--- src/rtl/issue_pair_split_if.sv ---
// Fetch-pair / decode-slot bundle for issue_pair_split.
interface issue_pair_split_if #(
  parameter int IWIDTH  = 32,
  parameter int PCWIDTH = 32
);
  logic               ip_i_valid;
  logic [IWIDTH-1:0]  ip_i_instr_1;
  logic [IWIDTH-1:0]  ip_i_instr_2;
  logic [PCWIDTH-1:0] ip_i_pc;
  logic               ip_i_dep;
  logic               ip_i_stall;
  logic               ip_i_flush;
  logic               ip_o_ready;
  logic [IWIDTH-1:0]  ip_o_instr_1;
  logic [IWIDTH-1:0]  ip_o_instr_2;
  logic [PCWIDTH-1:0] ip_o_pc_1;
  logic [PCWIDTH-1:0] ip_o_pc_2;
  logic               ip_o_valid_1;
  logic               ip_o_valid_2;

  modport master (
    output ip_i_valid, ip_i_instr_1, ip_i_instr_2, ip_i_pc, ip_i_dep,
           ip_i_stall, ip_i_flush,
    input  ip_o_ready, ip_o_instr_1, ip_o_instr_2, ip_o_pc_1, ip_o_pc_2,
           ip_o_valid_1, ip_o_valid_2
  );

  modport slave (
    input  ip_i_valid, ip_i_instr_1, ip_i_instr_2, ip_i_pc, ip_i_dep,
           ip_i_stall, ip_i_flush,
    output ip_o_ready, ip_o_instr_1, ip_o_instr_2, ip_o_pc_1, ip_o_pc_2,
           ip_o_valid_1, ip_o_valid_2
  );
endinterface

--- src/rtl/issue_pair_split.sv ---
// Dual-issue split stage: issues a fetch pair together, or over two cycles on intra-pair hazard.
// Optional ISSUE_SPLIT_STATS_EN adds a saturating hazard-pair counter ip_o_split_cnt.
module issue_pair_split #(
  parameter int IWIDTH  = 32,
  parameter int PCWIDTH = 32
) (
  input  logic                ip_i_clk,
  input  logic                ip_i_rst,
  issue_pair_split_if.slave   ip_bus
`ifdef ISSUE_SPLIT_STATS_EN
  ,
  output logic [15:0]         ip_o_split_cnt
`endif
);

  typedef enum logic {S_PAIR, S_SPLIT} state_t;

  state_t             r_state, w_state_nxt;
  logic [IWIDTH-1:0]  r_instr_1, r_instr_2, r_buf_instr;
  logic [PCWIDTH-1:0] r_pc_1, r_pc_2, r_buf_pc;
  logic               r_valid_1, r_valid_2;

  logic [IWIDTH-1:0]  w_instr_1, w_instr_2, w_buf_instr;
  logic [PCWIDTH-1:0] w_pc_1, w_pc_2, w_buf_pc;
  logic               w_valid_1, w_valid_2;
  logic               w_split_accept;
  logic [PCWIDTH-1:0] w_pc_plus4;

  assign w_pc_plus4        = ip_bus.ip_i_pc + PCWIDTH'(4);
  assign ip_bus.ip_o_ready = (r_state == S_PAIR) & ~ip_bus.ip_i_stall & ~ip_bus.ip_i_flush;

  always_ff @(posedge ip_i_clk or posedge ip_i_rst) begin
    if (ip_i_rst) r_state <= S_PAIR;
    else          r_state <= w_state_nxt;
  end

  always_comb begin
    w_state_nxt    = r_state;
    w_instr_1      = r_instr_1;
    w_instr_2      = r_instr_2;
    w_pc_1         = r_pc_1;
    w_pc_2         = r_pc_2;
    w_valid_1      = r_valid_1;
    w_valid_2      = r_valid_2;
    w_buf_instr    = r_buf_instr;
    w_buf_pc       = r_buf_pc;
    w_split_accept = 1'b0;
    if (ip_bus.ip_i_flush) begin
      // Returning to S_PAIR is what discards the buffered instruction.
      w_valid_1   = 1'b0;
      w_valid_2   = 1'b0;
      w_state_nxt = S_PAIR;
    end else if (!ip_bus.ip_i_stall) begin
      unique case (r_state)
        S_PAIR: begin
          if (ip_bus.ip_i_valid) begin
            w_instr_1 = ip_bus.ip_i_instr_1;
            w_pc_1    = ip_bus.ip_i_pc;
            w_valid_1 = 1'b1;
            if (ip_bus.ip_i_dep) begin
              w_valid_2      = 1'b0;
              w_buf_instr    = ip_bus.ip_i_instr_2;
              w_buf_pc       = w_pc_plus4;
              w_split_accept = 1'b1;
              w_state_nxt    = S_SPLIT;
            end else begin
              w_instr_2 = ip_bus.ip_i_instr_2;
              w_pc_2    = w_pc_plus4;
              w_valid_2 = 1'b1;
            end
          end else begin
            w_valid_1 = 1'b0;
            w_valid_2 = 1'b0;
          end
        end
        S_SPLIT: begin
          w_instr_1   = r_buf_instr;
          w_pc_1      = r_buf_pc;
          w_valid_1   = 1'b1;
          w_valid_2   = 1'b0;
          w_state_nxt = S_PAIR;
        end
        default: w_state_nxt = S_PAIR;
      endcase
    end
  end

  always_ff @(posedge ip_i_clk or posedge ip_i_rst) begin
    if (ip_i_rst) begin
      r_instr_1   <= '0;
      r_instr_2   <= '0;
      r_pc_1      <= '0;
      r_pc_2      <= '0;
      r_valid_1   <= 1'b0;
      r_valid_2   <= 1'b0;
      r_buf_instr <= '0;
      r_buf_pc    <= '0;
    end else begin
      r_instr_1   <= w_instr_1;
      r_instr_2   <= w_instr_2;
      r_pc_1      <= w_pc_1;
      r_pc_2      <= w_pc_2;
      r_valid_1   <= w_valid_1;
      r_valid_2   <= w_valid_2;
      r_buf_instr <= w_buf_instr;
      r_buf_pc    <= w_buf_pc;
    end
  end

  assign ip_bus.ip_o_instr_1 = r_instr_1;
  assign ip_bus.ip_o_instr_2 = r_instr_2;
  assign ip_bus.ip_o_pc_1    = r_pc_1;
  assign ip_bus.ip_o_pc_2    = r_pc_2;
  assign ip_bus.ip_o_valid_1 = r_valid_1;
  assign ip_bus.ip_o_valid_2 = r_valid_2;

`ifdef ISSUE_SPLIT_STATS_EN
  logic [15:0] r_split_cnt;

  // Flush does not clear this: a hazard pair that was accepted still counts.
  always_ff @(posedge ip_i_clk or posedge ip_i_rst) begin
    if (ip_i_rst)
      r_split_cnt <= '0;
    else if (w_split_accept && (r_split_cnt != 16'hFFFF))
      r_split_cnt <= r_split_cnt + 16'd1;
  end

  assign ip_o_split_cnt = r_split_cnt;
`else
  logic w_unused;
  assign w_unused = w_split_accept;
`endif

endmodule

--- src/flat_wrapper.sv ---
// flat-port wrapper written by rule: the top's interface ports become plain ports
module issue_pair_split_flat 
#(
  parameter int IWIDTH  = 32,
  parameter int PCWIDTH = 32
)
  (ip_i_clk, ip_i_rst, ip_bus_ip_i_valid, ip_bus_ip_i_instr_1, ip_bus_ip_i_instr_2, ip_bus_ip_i_pc, ip_bus_ip_i_dep, ip_bus_ip_i_stall, ip_bus_ip_i_flush, ip_bus_ip_o_ready, ip_bus_ip_o_instr_1, ip_bus_ip_o_instr_2, ip_bus_ip_o_pc_1, ip_bus_ip_o_pc_2, ip_bus_ip_o_valid_1, ip_bus_ip_o_valid_2);
  issue_pair_split_if #(.IWIDTH(IWIDTH), .PCWIDTH(PCWIDTH)) ip_bus_i ();
  input  logic ip_i_clk;
  input  logic ip_i_rst;
  input wire logic [$bits(ip_bus_i.ip_i_valid)-1:0] ip_bus_ip_i_valid;
  input wire logic [$bits(ip_bus_i.ip_i_instr_1)-1:0] ip_bus_ip_i_instr_1;
  input wire logic [$bits(ip_bus_i.ip_i_instr_2)-1:0] ip_bus_ip_i_instr_2;
  input wire logic [$bits(ip_bus_i.ip_i_pc)-1:0] ip_bus_ip_i_pc;
  input wire logic [$bits(ip_bus_i.ip_i_dep)-1:0] ip_bus_ip_i_dep;
  input wire logic [$bits(ip_bus_i.ip_i_stall)-1:0] ip_bus_ip_i_stall;
  input wire logic [$bits(ip_bus_i.ip_i_flush)-1:0] ip_bus_ip_i_flush;
  output wire logic [$bits(ip_bus_i.ip_o_ready)-1:0] ip_bus_ip_o_ready;
  output wire logic [$bits(ip_bus_i.ip_o_instr_1)-1:0] ip_bus_ip_o_instr_1;
  output wire logic [$bits(ip_bus_i.ip_o_instr_2)-1:0] ip_bus_ip_o_instr_2;
  output wire logic [$bits(ip_bus_i.ip_o_pc_1)-1:0] ip_bus_ip_o_pc_1;
  output wire logic [$bits(ip_bus_i.ip_o_pc_2)-1:0] ip_bus_ip_o_pc_2;
  output wire logic [$bits(ip_bus_i.ip_o_valid_1)-1:0] ip_bus_ip_o_valid_1;
  output wire logic [$bits(ip_bus_i.ip_o_valid_2)-1:0] ip_bus_ip_o_valid_2;
  assign ip_bus_i.ip_i_valid = ip_bus_ip_i_valid;
  assign ip_bus_i.ip_i_instr_1 = ip_bus_ip_i_instr_1;
  assign ip_bus_i.ip_i_instr_2 = ip_bus_ip_i_instr_2;
  assign ip_bus_i.ip_i_pc = ip_bus_ip_i_pc;
  assign ip_bus_i.ip_i_dep = ip_bus_ip_i_dep;
  assign ip_bus_i.ip_i_stall = ip_bus_ip_i_stall;
  assign ip_bus_i.ip_i_flush = ip_bus_ip_i_flush;
  assign ip_bus_ip_o_ready = ip_bus_i.ip_o_ready;
  assign ip_bus_ip_o_instr_1 = ip_bus_i.ip_o_instr_1;
  assign ip_bus_ip_o_instr_2 = ip_bus_i.ip_o_instr_2;
  assign ip_bus_ip_o_pc_1 = ip_bus_i.ip_o_pc_1;
  assign ip_bus_ip_o_pc_2 = ip_bus_i.ip_o_pc_2;
  assign ip_bus_ip_o_valid_1 = ip_bus_i.ip_o_valid_1;
  assign ip_bus_ip_o_valid_2 = ip_bus_i.ip_o_valid_2;
  issue_pair_split #(.IWIDTH(IWIDTH), .PCWIDTH(PCWIDTH)) u_core (.ip_i_clk(ip_i_clk), .ip_i_rst(ip_i_rst), .ip_bus(ip_bus_i));
endmodule
--- config.mk ---
export PLATFORM = sky130hd
export DESIGN_NAME = issue_pair_split_flat
export DESIGN_NICKNAME = d
export VERILOG_FILES = /design/src/rtl/issue_pair_split_if.sv /design/src/rtl/issue_pair_split.sv /design/src/flat_wrapper.sv
export SDC_FILE = /design/constraint.sdc
export NUM_CORES = 1
export LEC_CHECK = 0
export CORE_UTILIZATION = 52
export CTS_CLUSTER_DIAMETER = 120
export CTS_CLUSTER_SIZE = 20
export DETAILED_ROUTE_END_ITERATION = 8
export PLACE_DENSITY = 0.83
export SLEW_MARGIN = 20
export SYNTH_ARGS = -nofsm -noshare
export SYNTH_HDL_FRONTEND = slang
export SYNTH_SLANG_ARGS = --single-unit
--- constraint.sdc ---
create_clock -name ip_i_clk -period 10.9 [get_ports ip_i_clk]
set_input_delay 2.725 -clock ip_i_clk [delete_from_list [all_inputs] [get_ports ip_i_clk]]
set_output_delay 2.725 -clock ip_i_clk [all_outputs]
set_load 0.02 [all_outputs]
Word level (Yosys, flattened, before mapping)
Cells that the tools add are included.
{ "totals": {"ram_bits": 0, "word_cells": 39, "latch_bits": 0, "input_bits": 102, "ff_bits": 195, "memories": 0, "romBits": 0} }
{ "classes": {"n_lt_le_gt_ge": 0, "eq_ne": 2, "shifts": 0, "n_addsub": 1, "div": 0, "n_reduce_logical": 3, "n_bitwise": 6, "mul": 0, "muxes": 18} }
{ "ops": {"columns": ["operator", "count"], "rows": [
  ["$pmux 32 s2", 2],
  ["$mux 32", 2],
  ["$add 32x3->32 const B", 1],
  ["$mux 1", 11],
  ["$reduce_and 5->1", 2],
  ["$pmux 1 s2", 3],
  ["$not 1->1", 4],
  ["$reduce_and 3->1", 1],
  ["$and 1x1->1", 2],
  ["$ne 2x1->1 const B", 1],
  ["$ne 2x2->1 const B", 1]
]} }

Logic depth before layout (Yosys ltp)
Gate-level depths: netlist of run 1.
{ "logic_depth": {"depth_word": 5, "ltp_mapped": 8, "ltp_nobuf": 6} }

Least setup slack after synthesis of run 1
OpenSTA, ideal clock, no wires.
{ "synth_path": {"path_type": "input -> output", "start": "input ip_bus_ip_i_flush", "end": "output ip_bus_ip_o_ready", "required_ns": 8.175, "slack_ns": 5.169, "arrival_ns": 3.006, "cell_stages": 1, "cell_sequence": "nor3_4"} }
{ "synth_between": {"elab_chain_cells": 2} }
{ "synth_lines": {"columns": ["item", "line", "rtl"], "rows": [
  ["start, declared", "flat_wrapper.sv:17", "input wire logic [$bits(ip_bus_i.ip_i_flush)-1:0] ip_bus_ip_i_flush;"],
  ["$not 1->1 (no source line)", null, null],
  ["$and 1x1->1", "issue_pair_split.sv:30", "assign ip_bus.ip_o_ready = (r_state == S_PAIR) & ~ip_bus.ip_i_stall & ~ip_bus.ip_i_flush;"],
  ["end, declared", "flat_wrapper.sv:18", "output wire logic [$bits(ip_bus_i.ip_o_ready)-1:0] ip_bus_ip_o_ready;"]
]} }
Every way passes these cells.

Worst setup path after layout of run 1
Ends and elaborated chain as after synthesis.

==> summary.txt, run 1 <==
Yosys
  – EDFF count, synth: 0
  – Yosys warns: 0
  – Post-synth top cells: dfrtp_1 (195), nor2_1 (101), a21oi_1 (87)
  – Avg Cell Area, Syn: 11.70 µm²
  – Top FF cell, synth: dfrtp_1
  – Most common cell in the netlist: dfrtp_1
  – Async set-or-reset flop fraction in the synthesized netlist: 100.0%
  – Leading area contributor after synthesis: dfrtp_1
  – Synth Cell Area: 8297 µm²
  – Post-Syn Nets: 812
  – Area share of the largest cell type after synthesis: 58.81%
  – Register area share after synthesis: 58.81%
  – Seq cells post-synth: 195
  – Post-Synthesis Cells: 709
  – Synth cell types: 29
  – Area contributors post-synth: dfrtp_1 (59%), mux2_2 (9.6%), mux2i_1 (7.7%)

Route
  – Vias/cell: 5.404
  – WL/cell: 17.53 µm
  – Routed Antenna Nets: 0
  – Vias: 6,171
  – DRC viols: 0
  – DR pass1 iterations: 6
  – Total Wirelength: 20,020 µm
  – Drt initial violations: 331

Setup path
  – Crit-path most repeated cell: clkdlybuf4s50_1
  – Element type at the critical path end: output port
  – Worst EP required: 8.18 ns
  – CP max-delay cell: clkdlybuf4s50_1
  – R2R cell count: 6
  – Worst r2r src: u_core.r_state
  – Startpoint Class: primary input
  – CP Cell Sequence: clkdlybuf4s50_1 > nor3_4 > clkdlybuf4s50_1
  – Setup Crit Path Kind: in -> out
  – Crit-path max cell delay: 0.65 ns
  – Reg2reg setup slack: 8.21 ns
  – Crit Reg-Reg Endpoint: u_core.ip_bus.ip_o_pc_1[30]
  – Worst EP arrival: 4.15 ns
  – Crit path max fanout: 3

Clock tree
  – H-tree levels: 4
  – Max clock buf depth: 2
  – Worst skew pair latency: 0.43 ns
  – Setup Buffers After CTS: 0
  – Post-CTS Hold Buffers: 0
  – Clock sink count: 195
  – Reg clk slew, reported paths: 0.06 ns
  – CTS Buf Count: 17
  – CTS tree: built
  – CTS-repair resized insts: 0
  – CTS Root Buffer Type: clkbuf_16

Run status
  – Status: finished, final reports clean

Final layout
  – FILL cells: 1,077
  – Final net count: 1,024
  – Layout cell share with drive strength beyond 1: 12.67%
  – Antenna diode instance count: 0
  – Multi-input gate area: 3158 µm²
  – Synthesis-to-finish area growth: 35.86%
  – Reg area: 4883 µm²
  – Final Instance Count excl. Fillers: 1,142

Floorplan
  – Top-level port count: 233
  – Die width: 128.3 µm
  – Core Area: 15,370 µm²
  – Rows: 45
  – Die H: 128.3 µm
  – Initial Util: 53.98%
  – Die area: 16,460 µm²

Power
  – Maximum vdd drop: 0.1148 mV
  – Pwr Density: 189.8 nW/µm²
  – Leak: 4.613 nW

STA
  – Setup ws final: 4.028 ns
  – Fin. Hold Viols: 0
  – Worst Max-Slew Pin Slew: 1.112 ns
  – Fin crit share: 63.04%
  – Period minus WS final: 6.872 ns
  – Slew margin rel.: 25.86%
  – Fmax: 145.5 MHz
  – Clock Skew: 0.007070 ns
  – RSZ-0062 raised after global routing: no
  – # setup viols final: 0
  – Fin Setup TNS: 0 ns
  – Fin. max-slew vios: 0

Hold path
  – Hold path startpoint: u_core.r_buf_pc[7]
  – Worst hold path cell count: 2
  – Min-Delay Endpoint: u_core.r_buf_pc[7]
  – Worst Hold Class: reg -> reg

Global routing
  – Met1 Use GR: 31.52%
  – GRT Max-Usage Layer: met2
  – Routing usage on met3: 10.48%
  – Met2 Track Usage GR: 41.37%
  – First-pass GRT wire length: 32,300 µm
  – Pin count of the biggest net entering global routing: 117
  – Gr usage total: 25.73%
  – Initial antenna violation count: 0
  – Vias in the first global route: 6,306
  – Gr ovfl total: 0

Place
  – Post-place setup slack: 4.019 ns
  – Gpl congestion: 0.7798
  – DP HPWL: 13,190 µm
  – DP Cell Count: 1,112
  – Port bufs: 232

Job
  – Max capacitance violation total: 0
per-layer routing:
metal  vias to the layer above  share of wire, %
met4                         0               1.7
met1                      3051                40
met2                       232                48
met5                         -                 0
li1                       2860                 -
met3                        28                10
cell families (layout without fill, tap and decap cells):
group                      count (synthesis)  after routing  share of synthesized area, %
xor gates and xnor gates                  28             28                         2.956
adders and majority gates                  1              1                        0.1508
DFF                                      195            195                         58.81
and+or+nand+nor                          177            177                         9.516
AOI/OAI and AO/OA                        122            122                         7.646
muxes                                    136            136                         17.49
buffers and inverters                     50            272                         3.423
how the worst max path moves through the flow:
stage                 startpoint                             to  slack [ns]  depth (start not counted)
2_1_floorplan           ip_i_rst  u_core.ip_bus.ip_o_instr_1[0]        2.86                          1
3_3_place_gp   ip_bus_ip_i_flush              ip_bus_ip_o_ready        4.05                          3
3_5_place_dp   ip_bus_ip_i_flush              ip_bus_ip_o_ready        4.02                          3
4_1_cts        ip_bus_ip_i_flush              ip_bus_ip_o_ready        4.01                          3
5_1_grt        ip_bus_ip_i_flush              ip_bus_ip_o_ready        3.97                          3
6_report       ip_bus_ip_i_flush              ip_bus_ip_o_ready        4.03                          3
final cells by class:
cell class | count | area share [%]
timing repair buffer | 239 | 21.28
sequential | 195 | 43.32
inverter | 4 | 0.1998
tap | 211 | 2.342
clock inverter | 4 | 0.4440
multi-input combinational | 464 | 28.02
clock buffer | 25 | 4.396
cell usage in the layout, fill, tap and decap left out, types with 12 or more instances in the layout:
cell,n
a21oi_1,87
clkbuf_16,17
clkdlybuf4s50_1,232
dfrtp_1,194
mux2_2,71
mux2i_1,64
nand2_1,39
nand4_1,12
nor2_1,100
o21ai_0,20
xor2_1,20
registers in the layout, indices dropped and copies added, names as in the netlist:
signal,cells
u_core.ip_bus.ip_o_instr_2,32
u_core.ip_bus.ip_o_pc_2,32
u_core.r_buf_pc,32
u_core.ip_bus.ip_o_valid_1,1
u_core.ip_bus.ip_o_instr_1,32
u_core.ip_bus.ip_o_pc_1,32
u_core.r_state,1
u_core.r_buf_instr,32
u_core.ip_bus.ip_o_valid_2,1
through the flow:
step / power, W / utilization [%] / hold WS (ns) / area, µm²
CTS: 0.002154 / 73.13 / 0.4847 / 11240
global route: 0.002240 / 73.33 / 0.5104 / 11270
floorplan: 0.001255 / - / 0.4496 / 8297
global placement: 0.001543 / 69.58 / 0.4611 / 10700
detailed placement: 0.001563 / 69.58 / 0.4700 / 10700
finish: 0.002139 / 73.33 / 0.4801 / 11270
critical path, delay by kind of cell:
family                 cells  cell delay (ns)
buffers and inverters      2             1.14
AND/OR/NAND/NOR            1             0.28
where the power goes:
part	leakage (nW)	total [W]	switching, W	internal [W]
combinational	2.08	0.000594	0.000293	0.000301
clock	0.261	0.000589	0.000253	0.000335
sequential	2.27	0.000956	0.0000831	0.000873
total	4.61	0.00214	0.000629	0.00151
No activity file was read; power rests on OpenSTA's default activity.
==> inputs of run 2 (changes only) <==
--- a/config.mk
+++ b/config.mk
@@ -5,11 +5,11 @@
 export SDC_FILE = /design/constraint.sdc
 export NUM_CORES = 1
 export LEC_CHECK = 0
-export CORE_UTILIZATION = 52
+export CORE_UTILIZATION = 43
 export CTS_CLUSTER_DIAMETER = 120
 export CTS_CLUSTER_SIZE = 20
 export DETAILED_ROUTE_END_ITERATION = 8
-export PLACE_DENSITY = 0.83
+export PLACE_DENSITY = 0.73
 export SLEW_MARGIN = 20
 export SYNTH_ARGS = -nofsm -noshare
 export SYNTH_HDL_FRONTEND = slang
==> constraint.sdc (replaced) <==
create_clock -name ip_i_clk -period 5.9 [get_ports ip_i_clk]
set_input_delay 1.475 -clock ip_i_clk [delete_from_list [all_inputs] [get_ports ip_i_clk]]
set_output_delay 1.475 -clock ip_i_clk [all_outputs]
set_load 0.02 [all_outputs]
==> run 2 against run 1 <==
  * Sequential power rose by 84%
  * Highest routed layer unchanged
  * Critical endpoint unchanged
  * Die area rose by 21%
  * Critical path type unchanged
  * Clock skew rose by 0.0015 ns
  * Clock-buffer cell count fell by 5
  * Largest cell class unchanged
  * Largest power group unchanged
  * Via count fell by 3.2%
==> summary.txt, run 2 (synthesized netlist as in run 1, its figures left out) <==
Final layout
  – Antenna diode instance count: 0
  – Layout cell share with drive strength beyond 1: 13.17%
  – Synthesis-to-finish area growth: 36.69%
  – Leading cell types in the layout, fill and taps excluded: clkdlybuf4s50_1 (232), dfrtp_1 (194), nor2_1 (100)
  – Commonest non-fill, non-tap cell in the layout: clkdlybuf4s50_1
  – Final net count: 1,024
  – FILL cells: 1,579

STA
  – Fin Setup TNS: 0 ns
  – # setup viols final: 0
  – Fmax: 229.4 MHz
  – Fin crit share: 73.89%
  – Fin. Hold Viols: 0
  – Worst Max-Slew Pin Slew: 1.020 ns
  – RSZ-0062 raised after global routing: no
  – Fin. max-slew vios: 0
  – Slew margin rel.: 31.73%
  – Clock Skew: 0.008618 ns
  – Period minus WS final: 4.360 ns
  – Fin Hold WS: 0.4770 ns

Power
  – Sw Pwr: 0.001203 W
  – Switching fraction of total power: 30.60%
  – Comb pwr share: 27.8%
  – Clock Power Share: 27.4%
  – Maximum vdd drop: 0.1995 mV
  – Leak: 4.607 nW
  – Int Power: 0.002729 W
  – Flop pwr share: 44.8%
  – Pwr Density: 346.7 nW/µm²
  – Overall Power: 0.003932 W

Run status
  – Status: finished, final reports clean

Setup path
  – Worst Setup SP: ip_bus_ip_i_flush
  – R2R cell count: 5
  – Worst EP required: 4.43 ns
  – Reg2reg setup slack: 3.10 ns
  – Worst r2r src: u_core.r_state
  – Crit path max fanout: 3
  – Crit Reg-Reg Endpoint: u_core.ip_bus.ip_o_instr_2[28]
  – Startpoint Class: primary input
  – Worst EP arrival: 2.88 ns
  – Element type at the critical path end: output port
  – Setup Crit Path Kind: in -> out

Clock tree
  – CTS Buf Count: 17
  – Max clock buf depth: 2
  – Clock sink count: 195
  – H-tree levels: 4
  – Post-CTS Hold Buffers: 0
  – CTS-repair resized insts: 0
  – Worst skew pair latency: 0.43 ns
  – Reg clk slew, reported paths: 0.07 ns
  – CTS tree: built
  – CTS Root Buffer Type: clkbuf_16
  – Setup Buffers After CTS: 0

Floorplan
  – Initial Util: 44.06%
  – Die H: 140.9 µm
  – Die width: 140.9 µm
  – Die area: 19,850 µm²
  – Core Area: 18,830 µm²
  – Rows: 50
  – Top-level port count: 233

Hold path
  – Worst hold path cell count: 1
  – Worst Hold Class: reg -> reg
  – Hold path startpoint: u_core.ip_bus.ip_o_valid_2
  – Min-Delay Endpoint: u_core.ip_bus.ip_o_valid_2

Global routing
  – Initial antenna violation count: 0
  – First-pass GRT wire length: 32,260 µm
  – Gr ovfl total: 0
  – Pin count of the biggest net entering global routing: 130
  – Gr usage total: 21.01%
  – Vias in the first global route: 6,109

Place
  – Gpl congestion: 0.7904
  – Port bufs: 232
  – DP HPWL: 13,410 µm

Route
  – Vias/cell: 5.002
  – DR pass1 iterations: 4
  – Vias: 5,972
  – DRC viols: 0
  – Routed Antenna Nets: 0
  – WL/cell: 16.66 µm
  – Drt initial violations: 253
  – Total Wirelength: 19,900 µm

Job
  – Max capacitance violation total: 0
==> run 2: changes by cell type in the layout (fill, tap and decap cells not counted), sizes merged <==
cell / previous run / this run
clkinvlp: 2 / 4
inv: 4 / 9
clkinv: 1 / 3
clkbuf: 25 / 20
bufinv: 1 / 0
==> run 2: metrics by stage <==
stage	setup slack (ns)	cell area, µm²	cells	utilization (%)
after floorplan	1.907	8300	709	-
after global placement	1.554	10800	1162	57.34
after detailed placement	1.547	10800	1162	57.34
after CTS	1.540	11340	1194	60.23
after global routing	1.491	11340	1194	60.23
final	1.540	11340	1194	60.23
==> run 2: per-layer routing <==
layer  global-route usage [%]  wire [µm]  vias to the layer above  share of wire (%)
li1                         -          -                     2868                  -
met1                    26.10       8578                     2897                 43
met2                    34.25       9335                      188                 47
met3                    7.779       1741                       19                8.7
met4                    6.121        244                        0                1.2
met5                        0          0                        -                  0
==> run 2: area by class of cell <==
type | instances | area [µm²] | area share (%)
Multi-Input combinational cell | 464 | 3158 | 27.85
Timing Repair Buffer | 239 | 2412 | 21.27
Tap cell | 260 | 325.3 | 2.868
Clock inverter | 12 | 96.34 | 0.8495
Sequential cell | 195 | 4883 | 43.06
Inverter | 4 | 18.77 | 0.1655
Clock buffer | 20 | 446.7 | 3.939
==> run 2: worst max-delay path by stage <==
| stage | to | slack (ns) | cells after the start |
|---|---|---|---|
| floorplan | u_core.ip_bus.ip_o_instr_1[0] | 1.91 | 1 |
| global placement | ip_bus_ip_o_ready | 1.55 | 3 |
| detailed placement | ip_bus_ip_o_ready | 1.55 | 3 |
| CTS | ip_bus_ip_o_ready | 1.54 | 3 |
| global route | ip_bus_ip_o_ready | 1.49 | 3 |
| finish | ip_bus_ip_o_ready | 1.54 | 3 |
==> run 2: power groups by stage <==
stage | registers [W] | clock network, W | logic, W
CTS | 0.00177 | 0.00111 | 0.00110
detailed placement | 0.00179 | 0 | 0.00110
global placement | 0.00178 | 0 | 0.00108
finish | 0.00176 | 0.00108 | 0.00109
global route | 0.00180 | 0.00116 | 0.00117
floorplan | 0.00199 | 0 | 0.000326
==> run 2: worst max-delay path: stages <==
cell and delay [ns]:
clkdlybuf4s50_1 0.49, nor3_4 0.27, clkdlybuf4s50_1 0.65
